`config.mk`:
```
export PLATFORM = sky130hd
export DESIGN_NAME = seven_segment_scanner
export DESIGN_NICKNAME = d
export VERILOG_FILES = /design/src/rtl/seven_segment_scanner.sv
export SDC_FILE = /design/constraint.sdc
export NUM_CORES = 1
export LEC_CHECK = 0
export ABC_AREA = 1
export CORE_MARGIN = 2
export CORE_UTILIZATION = 56
export DETAILED_ROUTE_END_ITERATION = 12
export PLACE_DENSITY = 0.76
export SKIP_LAST_GASP = 1
export SLEW_MARGIN = 25
export SYNTH_ARGS = -nofsm -noshare
export SYNTH_HDL_FRONTEND = slang
export SYNTH_SLANG_ARGS = --single-unit
```
`constraint.sdc`:
```
create_clock -name clk -period 3 [get_ports clk]
set_input_delay 0.6 -clock clk [delete_from_list [all_inputs] [get_ports clk]]
set_output_delay 0.6 -clock clk [all_outputs]
set_load 0.02 [all_outputs]
```
`src/rtl/seven_segment_scanner.sv`:
```
// Four-digit multiplexed seven-segment driver with double-buffered BCD input.
// Optional LEADING_ZERO_BLANK_EN suppresses leading zero digits.
module seven_segment_scanner #(
    parameter int unsigned REFRESH_COUNT = 1600,
    parameter int unsigned BLANK_CYCLES  = 16
) (
    input  logic        clk,
    input  logic        reset,
    input  logic [15:0] digits_in,
    input  logic [3:0]  dp_in,
    input  logic        load,
    output logic [6:0]  led_out,
    output logic        dp_out,
    output logic [3:0]  digit_en,
    output logic        frame_start
);

    localparam int unsigned CW = $clog2(REFRESH_COUNT);
    localparam logic [CW-1:0] CNT_LAST = CW'(REFRESH_COUNT - 1);
    localparam logic [CW-1:0] CNT_BLANK = CW'(BLANK_CYCLES);

    logic [CW-1:0] cnt_q, cnt_d;
    logic [1:0]    idx_q, idx_d;
    logic          run_q;
    logic [15:0]   pend_q, act_q, act_d;
    logic [3:0]    pdp_q, adp_q, adp_d;
    logic          wrap, xfer;
    logic [3:0]    cur;
    logic          cur_dp, show;
    logic [6:0]    seg, led_d;
    logic          dp_d, fs_d;
    logic [3:0]    en_d;

    function automatic logic [6:0] bcd_to_seg(input logic [3:0] v);
        logic [6:0] s;
        case (v)
            4'd0:    s = 7'b0111111;
            4'd1:    s = 7'b0000110;
            4'd2:    s = 7'b1011011;
            4'd3:    s = 7'b1001111;
            4'd4:    s = 7'b1100110;
            4'd5:    s = 7'b1101101;
            4'd6:    s = 7'b1111101;
            4'd7:    s = 7'b0000111;
            4'd8:    s = 7'b1111111;
            4'd9:    s = 7'b1101111;
            default: s = 7'b0000000;
        endcase
        return s;
    endfunction

    // Outputs are registered from the next (i, c) so they line up with the state they describe.
    always_comb begin
        wrap  = run_q && (cnt_q == CNT_LAST);
        xfer  = wrap && (idx_q == 2'd3);
        cnt_d = (!run_q || wrap) ? '0 : cnt_q + CW'(1);
        idx_d = wrap ? idx_q + 2'd1 : idx_q;
        act_d = xfer ? pend_q : act_q;
        adp_d = xfer ? pdp_q : adp_q;

        cur    = act_d[{idx_d, 2'b00} +: 4];
        cur_dp = adp_d[idx_d];
        seg    = bcd_to_seg(cur);
        show   = (cur < 4'd10);
`ifdef LEADING_ZERO_BLANK_EN
        if ((idx_d != 2'd0) && !cur_dp && ((act_d >> {idx_d, 2'b00}) == '0)) begin
            show = 1'b0;
        end
`endif
        led_d = show ? seg : 7'b0000000;
        dp_d  = show && cur_dp;
        en_d  = (cnt_d < CNT_BLANK) ? 4'b0000 : (4'b0001 << idx_d);
        fs_d  = (cnt_d == '0) && (idx_d == 2'd0);
    end

    // The first edge after reset only arms the scanner, so (0,0) gets its frame_start pulse.
    always_ff @(posedge clk or posedge reset) begin
        if (reset) begin
            cnt_q       <= '0;
            idx_q       <= 2'd0;
            run_q       <= 1'b0;
            pend_q      <= 16'h0000;
            act_q       <= 16'h0000;
            pdp_q       <= 4'b0000;
            adp_q       <= 4'b0000;
            led_out     <= 7'b0111111;
            dp_out      <= 1'b0;
            digit_en    <= 4'b0000;
            frame_start <= 1'b0;
        end else begin
            cnt_q       <= cnt_d;
            idx_q       <= idx_d;
            run_q       <= 1'b1;
            act_q       <= act_d;
            adp_q       <= adp_d;
            if (load) begin
                pend_q <= digits_in;
                pdp_q  <= dp_in;
            end
            led_out     <= led_d;
            dp_out      <= dp_d;
            digit_en    <= en_d;
            frame_start <= fs_d;
        end
    end

endmodule

```
Word level (Yosys, flattened, before mapping) --
Memories as Yosys holds them, arrays and structs flattened. Index checks and enable logic that the tools add are counted.
Cells by class: add/subtract/negate cells 2, magnitude comparators 3, eq/ne operators 2, mux-type cells 8, reduce and logical (&&, ||, !) cells 8, shift-type cells 2
Operators with widths (number):
- $mux 16 | 1
- $shiftx 16x5->4 | 1
- $add 11x1->11 const B | 1
- $eq 11x11->1 const B | 1
- $logic_not 11->1 | 1
- $lt 11x5->1 const B | 1
- $mux 11 | 1
- $mux 4 | 2
- $mux 7 | 1
- $logic_and 1x1->1 | 4
- $lt 4x4->1 const B | 1
- $shl 1x2->4 const A | 1
- $lt 2x3->1 const B | 1
- $add 2x1->2 const B | 1
- $bmux 1 s2 | 1
- $eq 2x2->1 const B | 1
- $logic_not 2->1 | 1
- $mux 2 | 1
- $logic_not 1->1 | 1
- $logic_or 1x1->1 | 1
- $mux 1 | 1
Word-level totals: output and inout bits 13, memories kept 1, flip-flop bits (word level) 67, bits in read-only memories 112, bits of input ports 23, logic and storage cells 37
Memory list:
- (no name shown) | words 16, width 7, read ports 1, clocked after memory_dff 0, wr ports 0, RTL line 36 | case (v)

Longest topological paths before layout --
Gate-level depths: netlist (run 1).
word-level depth 7, depth in mapped cells 18, depth with buffers taken out 17

Least setup slack after synthesis (run 1) --
No wires, ideal clock.
kind register to register, from register cnt_q[0], to register led_out[3], clock period less this slack 2259 ps, required time 2928 ps, setup time 72 ps, arrival time 2186 ps, buffers on the path 2, setup slack 741 ps, stages on the path, launching flop included 18, cells stage by stage dfrtp_1 ha_1 nand3_2 nor2_4 nand4_4 buf_6 buf_6 nand2_1 o21ai_2 nor2_1 nor2_1 nand2_1 inv_1 ha_1 nand2_1 nand3_1 nand2_1 inv_1
Between the ends: cells in the longest elaborated chain, start to end 7, elaborated cells between the ends (all ways) 9, classes of those cells order compare (1); eq/ne (1); shift (1); mux (3); reduce/logical (2); memory (1)
RTL lines:
- start, declared | RTL line 22 | logic [CW-1:0] cnt_q, cnt_d;
- start signal, assigned | RTL line 91 | cnt_q <= cnt_d;
- $eq 11x11->1 (*) | RTL line 54 | wrap = run_q && (cnt_q == CNT_LAST);
- $logic_and 1x1->1 (*) | RTL line 54
- $logic_and 1x1->1 | RTL line 55 | xfer = wrap && (idx_q == 2'd3);
- $mux 16 | RTL line 58 | act_d = xfer ? pend_q : act_q;
- $shiftx 16x5->4 (*) | RTL line 61 | cur = act_d[{idx_d, 2'b00} +: 4];
- $mem_v2 16x7 or $lt 4x4->1 (tied branches)
- $mux 7 (*) | RTL line 70 | led_d = show ? seg : 7'b0000000;
- named net led_d[3] | RTL line 30 | logic [6:0] seg, led_d;
- end signal, assigned | RTL line 100 | led_out <= led_d;
- end, declared | RTL line 12 | output logic [6:0] led_out,
The timed path passes the listed nets; every way through them passes the cells marked *. A chain may end at the register's enable or synchronous reset.

Final worst setup path (run 1) --
Same ends and word-level chain as after synthesis.

==> results of run 1 <==
-- cell type report --
type	instances	share of cell area
flip-flops and latches	67	0.429
multi-input cells	252	0.331
repair buffers	39	0.100
inverters	61	0.0584
clock buffers	12	0.0395
well taps	72	0.0230
clock inverters	4	0.0185
-- synthesized netlist by cell type, types with 4 or more instances --
cell                       instances  share of area
sky130_fd_sc_hd__nand2_1         103           0.12
sky130_fd_sc_hd__dfrtp_1          61           0.47
sky130_fd_sc_hd__inv_1            59          0.068
sky130_fd_sc_hd__nor2_1           36          0.041
sky130_fd_sc_hd__o21ai_0          27          0.041
sky130_fd_sc_hd__nand2_2          12          0.023
sky130_fd_sc_hd__nand3_1          10          0.015
sky130_fd_sc_hd__a21oi_1           8          0.012
sky130_fd_sc_hd__o21ai_1           8          0.012
sky130_fd_sc_hd__ha_1              7          0.027
sky130_fd_sc_hd__nand4_1           7          0.013
sky130_fd_sc_hd__dfstp_2           6          0.048
sky130_fd_sc_hd__nor2_4            6          0.021
sky130_fd_sc_hd__o21ai_2           6          0.016
sky130_fd_sc_hd__buf_6             4          0.014
sky130_fd_sc_hd__clkbuf_1          4         0.0046
-- layout by cell type, fill, tap and decap left out --
master                              n
sky130_fd_sc_hd__o21ai_0           27
sky130_fd_sc_hd__and2_1             1
sky130_fd_sc_hd__nand4_1            7
sky130_fd_sc_hd__clkbuf_8          11
sky130_fd_sc_hd__dfrtp_1           61
sky130_fd_sc_hd__nand3b_1           1
sky130_fd_sc_hd__nor2_4             6
sky130_fd_sc_hd__nand2_4            2
sky130_fd_sc_hd__dfstp_2            6
sky130_fd_sc_hd__clkbuf_1           1
sky130_fd_sc_hd__clkinvlp_4         1
sky130_fd_sc_hd__nand3_2            2
sky130_fd_sc_hd__nor4_1             1
sky130_fd_sc_hd__conb_1             1
sky130_fd_sc_hd__nor2_2             3
sky130_fd_sc_hd__o22ai_1            3
sky130_fd_sc_hd__clkdlybuf4s50_1   35
sky130_fd_sc_hd__o211ai_1           1
sky130_fd_sc_hd__inv_1             58
sky130_fd_sc_hd__clkinv_2           1
sky130_fd_sc_hd__buf_4              3
sky130_fd_sc_hd__inv_2              3
sky130_fd_sc_hd__nand2_2           12
sky130_fd_sc_hd__a21oi_1            8
sky130_fd_sc_hd__nand4_4            1
sky130_fd_sc_hd__nor3_2             1
sky130_fd_sc_hd__nand2_1          103
sky130_fd_sc_hd__nor2_1            36
sky130_fd_sc_hd__o21ai_1            8
sky130_fd_sc_hd__o21ai_2            6
sky130_fd_sc_hd__ha_1               7
sky130_fd_sc_hd__bufinv_16          2
sky130_fd_sc_hd__buf_12             1
sky130_fd_sc_hd__nor3_1             2
sky130_fd_sc_hd__nand3_1           10
sky130_fd_sc_hd__mux2_2             3
-- layer usage --
metal,routed length [um],vias up,GRT usage,share of wire
met5,0,-,0,0
li1,-,1295,-,-
met2,2820,60,0.347,0.46
met4,99,0,0.0932,0.016
met3,251,12,0.0539,0.041
met1,2980,1153,0.305,0.48
-- registers in the layout, summed over array words and instances, names as in the netlist --
name         cells
idx_q            2
dp_out           1
frame_start      1
act_q           16
digit_en         4
run_q            1
adp_q            4
pdp_q            4
led_out          7
pend_q          16
cnt_q           11
-- through the flow --
stage,std cells,instance area (um^2),setup slack [ns],power (mW)
after global placement,491,3700,0.534,1.07
after floorplan,389,3280,0.727,1.02
final,507,3920,0.412,1.90
after CTS,507,3920,0.423,1.91
after detailed placement,491,3700,0.436,1.08
after global routing,507,3920,0.0962,1.97
-- cells by family (layout without fill, tap and decap cells) --
family                   after synthesis  after routing
AO/OA/AOI/OAI                         53             53
adder cells (fa/ha/maj)                7              7
buffers and inverters                 70            116
flip-flops                            67             67
multiplexers                           3              3
other                                  1              1
AND/OR/NAND/NOR                      188            188
-- how the worst max path moves through the flow --
stage,cells past startpoint,to,from,slack [ns]
3_5_place_dp,15,led_out[3],cnt_q[0],0.44
2_1_floorplan,1,act_q[0],reset,0.73
3_3_place_gp,15,led_out[3],cnt_q[0],0.53
4_1_cts,15,led_out[3],cnt_q[0],0.42
5_1_grt,15,led_out[3],cnt_q[0],0.1
6_report,15,led_out[3],cnt_q[0],0.41
-- report_power, final --
| part | leakage, nW | internal (mW) | switching, mW | total [mW] |
|---|---|---|---|---|
| sequential | 0.870 | 0.934 | 0.0145 | 0.948 |
| clock | 0.113 | 0.512 | 0.331 | 0.843 |
| combinational | 1.02 | 0.0502 | 0.0593 | 0.109 |
==> key figures, run 1 <==
Outcome
  • Outcome: finished clean

Placement
  • Placed wire-length estimate: 4540 um
  • Placer congestion estimate: 0.834
  • Quantity of I/O buffers inserted on ports: 35

Clocking
  • Number of clock sinks: 67
  • Post-CTS Setup Repair Bufs: 0
  • Clock tree from TritonCTS: built
  • Maximum root-to-sink buffer count: 2
  • Number of H-tree levels: 3
  • Cts-stage hold buffer count: 0
  • Clock network latency to the later pin of the worst-skew pair: 0.34 ns
  • Post_cts resized: 0
  • Clock transition at the register clock pins on the worst setup and hold paths after CTS: 0.07 ns
  • Number of buffers inserted during clock tree synthesis: 9
  • Buffer cell driving the clock tree root: sky130_fd_sc_hd__clkbuf_8

Pwr
  • Leak pwr: 2.00 nW
  • Ratio of total power to cell area: 484 nW/um^2
  • IR drop worst, VDD: 0.404 mV

Setup path
  • Critical path's slowest cell: sky130_fd_sc_hd__nand4_4
  • Number of buffers and inverters on the critical path: 2
  • Critical path start-end classification: flip-flop to flip-flop
  • Worst-case register-to-register setup slack: 0.41 ns
  • Top delay family on crit path: simple AND/OR/NAND/NOR gates
  • Critical R2R Capture: led_out[3]
  • Crit path launch type: flip-flop
  • FF-to-FF path depth: 15
  • Critical Path Most Common Cell: sky130_fd_sc_hd__nand2_1
  • Ordered cell list for the critical path: ha_1 -> nand3_2 -> nor2_4 -> nand4_4 -> nand2_1 -> nand2_1 -> nor2_1 -> nor2_1 -> nand2_1 -> inv_1 -> ha_1 -> nand2_1 -> nand3_1 -> nand2_1 -> inv_1
  • Crit-path max cell delay: 0.42 ns
  • Kind of end point of the critical path: flip-flop
  • Worst endpoint data arrival time: 2.86 ns
  • Crit Path Max Fanout: 30
  • Critical Path RT: 3.28 ns
  • Critical R2R Launch: cnt_q[0]

Min path
  • Hold WC Path Type: flip-flop to flip-flop
  • HP Start: cnt_q[0]
  • Capture endpoint of the worst hold path: cnt_q[0]
  • Number of stages on the worst hold path: 1

Route
  • Final antenna-violating net count: 0
  • Aggregate routed wire length: 6150 um
  • Number of vias per cell: 4.97
  • Detailed Routing Iterations Pass 1: 4
  • Vias after detailed routing: 2520
  • Starting DRC count in detailed routing: 190
  • WL/cell: 12.1 um
  • DRC errors left: 0

STA
  • Fin. max-slew vios: 0
  • Unrepaired setup endpoints after global routing: false
  • Fin Setup TNS: 0 ns
  • Min Clock Period, post-route: 2.59 ns
  • Worst hold margin: 0.486 ns
  • Skew final: 0.0111 ns
  • Final hold viol count: 0
  • Achievable Freq: 386 MHz
  • Share of the clock period used by the worst path: 0.863
  • Setup-violating endpoint count in the final report: 0

Layout
  • Footprint of the multi-input gates: 1300 um^2
  • Sequential cell area in the final layout: 1680 um^2
  • Fin util: 0.704
  • Ratio of cells with drive above 1 in the final layout: 0.147
  • Count of nets after finishing: 460
  • Layout fillers: 452
  • Layout overhead on the synthesized area: 19.7%
  • Ant diodes: 0

Global routing
  • Antenna violations before repair: 0
  • Final global-route overflow total: 0
  • Tot GR Track Use: 0.225
  • Global-route wire length before repair: 11100 um
  • Number of global-route vias before repair: 2477
  • Largest net degree at the start of global routing: 68

Yosys
  • Sequential-to-total area share from yosys stat: 0.514
  • Fraction of the mapped netlist area in simple logic gates: 0.269
  • Synthesized area per cell: 8.43 um^2
  • Area share of xor/xnor cells in the synthesized design: 0
  • Number of cells produced by synthesis: 389
  • Share of flip-flops with an asynchronous set or reset: 1.00
  • Multiplexer area fraction after synthesis: 0.0103
  • Count of state elements after synthesis: 67
  • Number of flops mapped to enable cells by yosys: 0
  • Number of unique standard cell types used by synthesis: 31
  • Dominant combinational cell family by area after synthesis: simple AND/OR/NAND/NOR gates
  • Syn Std Cell Area: 3280 um^2
  • Post-synth net total: 419
  • Fraction of the mapped netlist area in compound gates: 0.0897
  • Fraction of the mapped netlist area in adder cells: 0.0267
  • Main synth FF type: sky130_fd_sc_hd__dfrtp_1
  • Number of warning messages in the yosys log: 0

Floorplanning
  • Die Wd: 80.5 um
  • Top-Level Pins: 36
  • Vert. Die Dim: 80.5 um
  • Die area: 6480 um^2
  • Starting utilization of the core area: 0.588
  • Placeable core area: 5570 um^2
  • Number of placement rows: 27

Run
  • Maximum capacitance violations: 0
Power figures use the tool's default switching activity.
==> run 2: changes to the inputs <==
--- a/config.mk
+++ b/config.mk
@@ -10,6 +10,7 @@
 export CORE_UTILIZATION = 56
 export DETAILED_ROUTE_END_ITERATION = 12
 export PLACE_DENSITY = 0.76
+export REMOVE_ABC_BUFFERS = 1
 export SKIP_LAST_GASP = 1
 export SLEW_MARGIN = 25
 export SYNTH_ARGS = -nofsm -noshare
==> run 2 against run 1 <==
Compared with the run above: sequential share of layout area rose by 0.23 points; via count shrank 0.52%; design area down 0.54%; wire length decreased by 5.3%; setup slack improved by 0.034 ns; first-iteration DRC count down 58%; critical path depth up 1.
==> key figures, run 2 (synthesis results as in run 1) <==
STA
  • Achievable Freq: 391 MHz (was 386 MHz)
  • Min Clock Period, post-route: 2.55 ns (was 2.59 ns)
  • Final hold viol count: 0 (unchanged)
  • Worst Setup Slack, final: 0.446 ns (was 0.412 ns)
  • Unrepaired setup endpoints after global routing: false (unchanged)
  • Setup-violating endpoint count in the final report: 0 (unchanged)
  • Share of the clock period used by the worst path: 0.851 (was 0.863)
  • Fin Setup TNS: 0 ns (unchanged)
  • Actual slew at the worst max-slew pin: 0.499 ns
  • Skew final: 0.00554 ns (was 0.0111 ns)
  • Fin. max-slew vios: 0 (unchanged)
  • Worst rel slew slack: 0.666

Setup path
  • Worst setup path startpoint: cnt_q[0] (unchanged)
  • Critical path start-end classification: flip-flop to flip-flop (unchanged)
  • Crit path launch type: flip-flop (unchanged)
  • Crit-path max cell delay: 0.37 ns (was 0.42 ns)
  • Ordered cell list for the critical path: ha_1 -> nand3_2 -> nor2_4 -> nand3_2 -> nand2_1 -> nand2_1 -> nand2_1 -> nor2_1 -> nor2_1 -> nand2_1 -> inv_1 -> ha_1 -> nand2_1 -> nand3_1 -> nand2_1 -> inv_1 (was ha_1 -> nand3_2 -> nor2_4 -> nand4_4 -> nand2_1 -> nand2_1 -> nor2_1 -> nor2_1 -> nand2_1 -> inv_1 -> ha_1 -> nand2_1 -> nand3_1 -> nand2_1 -> inv_1)
  • Critical path's slowest cell: sky130_fd_sc_hd__dfrtp_1 (was sky130_fd_sc_hd__nand4_4)
  • Cell count along the critical path: 16 (was 15)
  • Worst endpoint data arrival time: 2.83 ns (was 2.86 ns)
  • Worst-case register-to-register setup slack: 0.45 ns (was 0.41 ns)
  • Critical Path RT: 3.28 ns (about the same)
  • Crit Path Max Fanout: 7 (was 30)
  • Kind of end point of the critical path: flip-flop (unchanged)
  • Critical R2R Launch: cnt_q[0] (unchanged)
  • Worst setup path endpoint: led_out[3] (unchanged)
  • FF-to-FF path depth: 16 (was 15)
  • Top delay family on crit path: simple AND/OR/NAND/NOR gates (unchanged)
  • Number of buffers and inverters on the critical path: 2 (unchanged)
  • Critical R2R Capture: led_out[3] (unchanged)
  • Critical Path Most Common Cell: sky130_fd_sc_hd__nand2_1 (unchanged)

Placement
  • Number of cells in the design after placement: 491 (unchanged)
  • Placed wire-length estimate: 4380 um (was 4540 um)
  • Placer congestion estimate: 0.844 (was 0.834)
  • Quantity of I/O buffers inserted on ports: 35 (unchanged)
  • Minimum setup slack after placement: 0.467 ns (was 0.436 ns)

Pwr
  • Power after layout: 1.82 mW (was 1.90 mW)
  • Ratio of total power to cell area: 468 nW/um^2 (was 484 nW/um^2)
  • Relative contribution of combinational cells to total power: 0.059 (was 0.058)
  • IR drop worst, VDD: 0.332 mV (was 0.404 mV)
  • Switching Share: 0.212 (was 0.213)
  • Cell internal power dissipation: 1.44 mW (was 1.50 mW)
  • Leak pwr: 2.00 nW (about the same)
  • Flop pwr share: 0.519 (was 0.499)
  • Clock network fraction of design power: 0.421 (was 0.444)
  • Sw power: 387 uW (was 405 uW)

Layout
  • Fin cells: 507 (unchanged)
  • Leading cell types in the layout, fill and taps excluded: 103 x sky130_fd_sc_hd__nand2_1, 61 x sky130_fd_sc_hd__dfrtp_1, 58 x sky130_fd_sc_hd__inv_1 (unchanged)
  • Ratio of cells with drive above 1 in the final layout: 0.143 (was 0.147)
  • Ant diodes: 0 (unchanged)
  • Fin util: 0.700 (was 0.704)
  • Largest registers: act_q (16), pend_q (16), cnt_q (11) (unchanged)
  • Layout overhead on the synthesized area: 19.0% (was 19.7%)
  • Most common cell after layout, fill and taps aside: sky130_fd_sc_hd__nand2_1 (unchanged)
  • Layout fillers: 456 (was 452)
  • Count of nets after finishing: 460 (unchanged)
  • Sequential cell area in the final layout: 1680 um^2 (unchanged)
  • Footprint of the multi-input gates: 1300 um^2 (unchanged)

Floorplanning
  • Vert. Die Dim: 80.5 um (unchanged)
  • Number of placement rows: 27 (unchanged)
  • Placeable core area: 5570 um^2 (unchanged)
  • Starting utilization of the core area: 0.588 (unchanged)
  • Die Wd: 80.5 um (unchanged)
  • Top-Level Pins: 36 (unchanged)
  • Die area: 6480 um^2 (unchanged)

Route
  • Aggregate routed wire length: 5820 um (was 6150 um)
  • Starting DRC count in detailed routing: 79 (was 190)
  • Final antenna-violating net count: 0 (unchanged)
  • WL/cell: 11.5 um (was 12.1 um)
  • Vias after detailed routing: 2507 (was 2520)
  • Number of vias per cell: 4.94 (was 4.97)
  • Detailed Routing Iterations Pass 1: 4 (unchanged)
  • DRC errors left: 0 (unchanged)

Clocking
  • Clock transition at the register clock pins on the worst setup and hold paths after CTS: 0.07 ns (about the same)
  • Maximum root-to-sink buffer count: 2 (unchanged)
  • Post_cts resized: 0 (unchanged)
  • Post-CTS Setup Repair Bufs: 0 (unchanged)
  • Buffer cell driving the clock tree root: sky130_fd_sc_hd__clkbuf_8 (unchanged)
  • Number of clock sinks: 67 (unchanged)
  • Cts-stage hold buffer count: 0 (unchanged)
  • Number of buffers inserted during clock tree synthesis: 9 (unchanged)
  • Clock tree from TritonCTS: built (unchanged)
  • Number of H-tree levels: 3 (unchanged)
  • Clock network latency to the later pin of the worst-skew pair: 0.34 ns (about the same)

Global routing
  • Number of global-route vias before repair: 2465 (was 2477)
  • Global-route wire length before repair: 10700 um (was 11100 um)
  • Tot GR Track Use: 0.216 (was 0.225)
  • Final global-route overflow total: 0 (unchanged)
  • Largest net degree at the start of global routing: 45 (was 68)
  • Antenna violations before repair: 0 (unchanged)

Outcome
  • Outcome: finished clean (unchanged)

Min path
  • Hold WC Path Type: flip-flop to flip-flop (unchanged)

Run
  • Maximum capacitance violations: 0 (unchanged)
## run 2: cell types whose count changed in the layout (fill, tap and decap cells not counted), sizes merged
cell      delta
clkbuf       +3
bufinv       -1
clkinv       -1
clkinvlp     -1
## run 2: final cells by class
type                    count  share of cell area
flip-flops and latches     67               0.432
well taps                  72              0.0231
repair buffers             39               0.101
clock inverters             1             0.00769
inverters                  61              0.0587
multi-input cells         252               0.333
clock buffers              15              0.0452
## run 2: worst min-delay path, stage by stage (launching register included)
cell                      delay (ns)
sky130_fd_sc_hd__dfrtp_1        0.32
sky130_fd_sc_hd__nand2_1        0.06
sky130_fd_sc_hd__o21ai_2        0.06
## run 2: worst min-delay path by stage
stage                    from        end  slack (ns)  depth (start not counted)
CTS                 act_q[13]  act_q[13]        0.48                          2
finish              act_q[13]  act_q[13]        0.47                          2
floorplan           act_q[13]  act_q[13]        0.44                          2
detailed placement  act_q[13]  act_q[13]        0.46                          2
global route        act_q[13]  act_q[13]        0.51                          2
global placement    act_q[13]  act_q[13]        0.46                          2
## run 2: layer usage
layer | GRT usage | routed length [um]
met3 | 0.0371 | 261
met4 | 0.103 | 57
met1 | 0.278 | 2720
met5 | 0 | 0
met2 | 0.353 | 2790
## run 2: power groups by stage
| stage | Clock [mW] | Sequential [mW] | Combinational [mW] |
|---|---|---|---|
| 2_1_floorplan | 0 | 0.964 | 0.0506 |
| 3_3_place_gp | 0 | 0.964 | 0.108 |
| 3_5_place_dp | 0 | 0.965 | 0.111 |
| 4_1_cts | 0.781 | 0.948 | 0.112 |
| 5_1_grt | 0.823 | 0.951 | 0.126 |
| 6_report | 0.769 | 0.948 | 0.108 |
## run 2: through the flow
stage | hold slack [ns] | area [um^2]
2_1_floorplan | 0.443 | 3210
3_3_place_gp | 0.457 | 3700
3_5_place_dp | 0.460 | 3700
4_1_cts | 0.475 | 3900
5_1_grt | 0.507 | 3900
6_report | 0.474 | 3900
==> run 3: changes to the inputs <==
--- a/config.mk
+++ b/config.mk
@@ -16,3 +16,4 @@
 export SYNTH_ARGS = -nofsm -noshare
 export SYNTH_HDL_FRONTEND = slang
 export SYNTH_SLANG_ARGS = --single-unit
+export TNS_END_PERCENT = 20
==> results of run 3 <==
Final layout, timing and power as in run 2 (identical DEF).
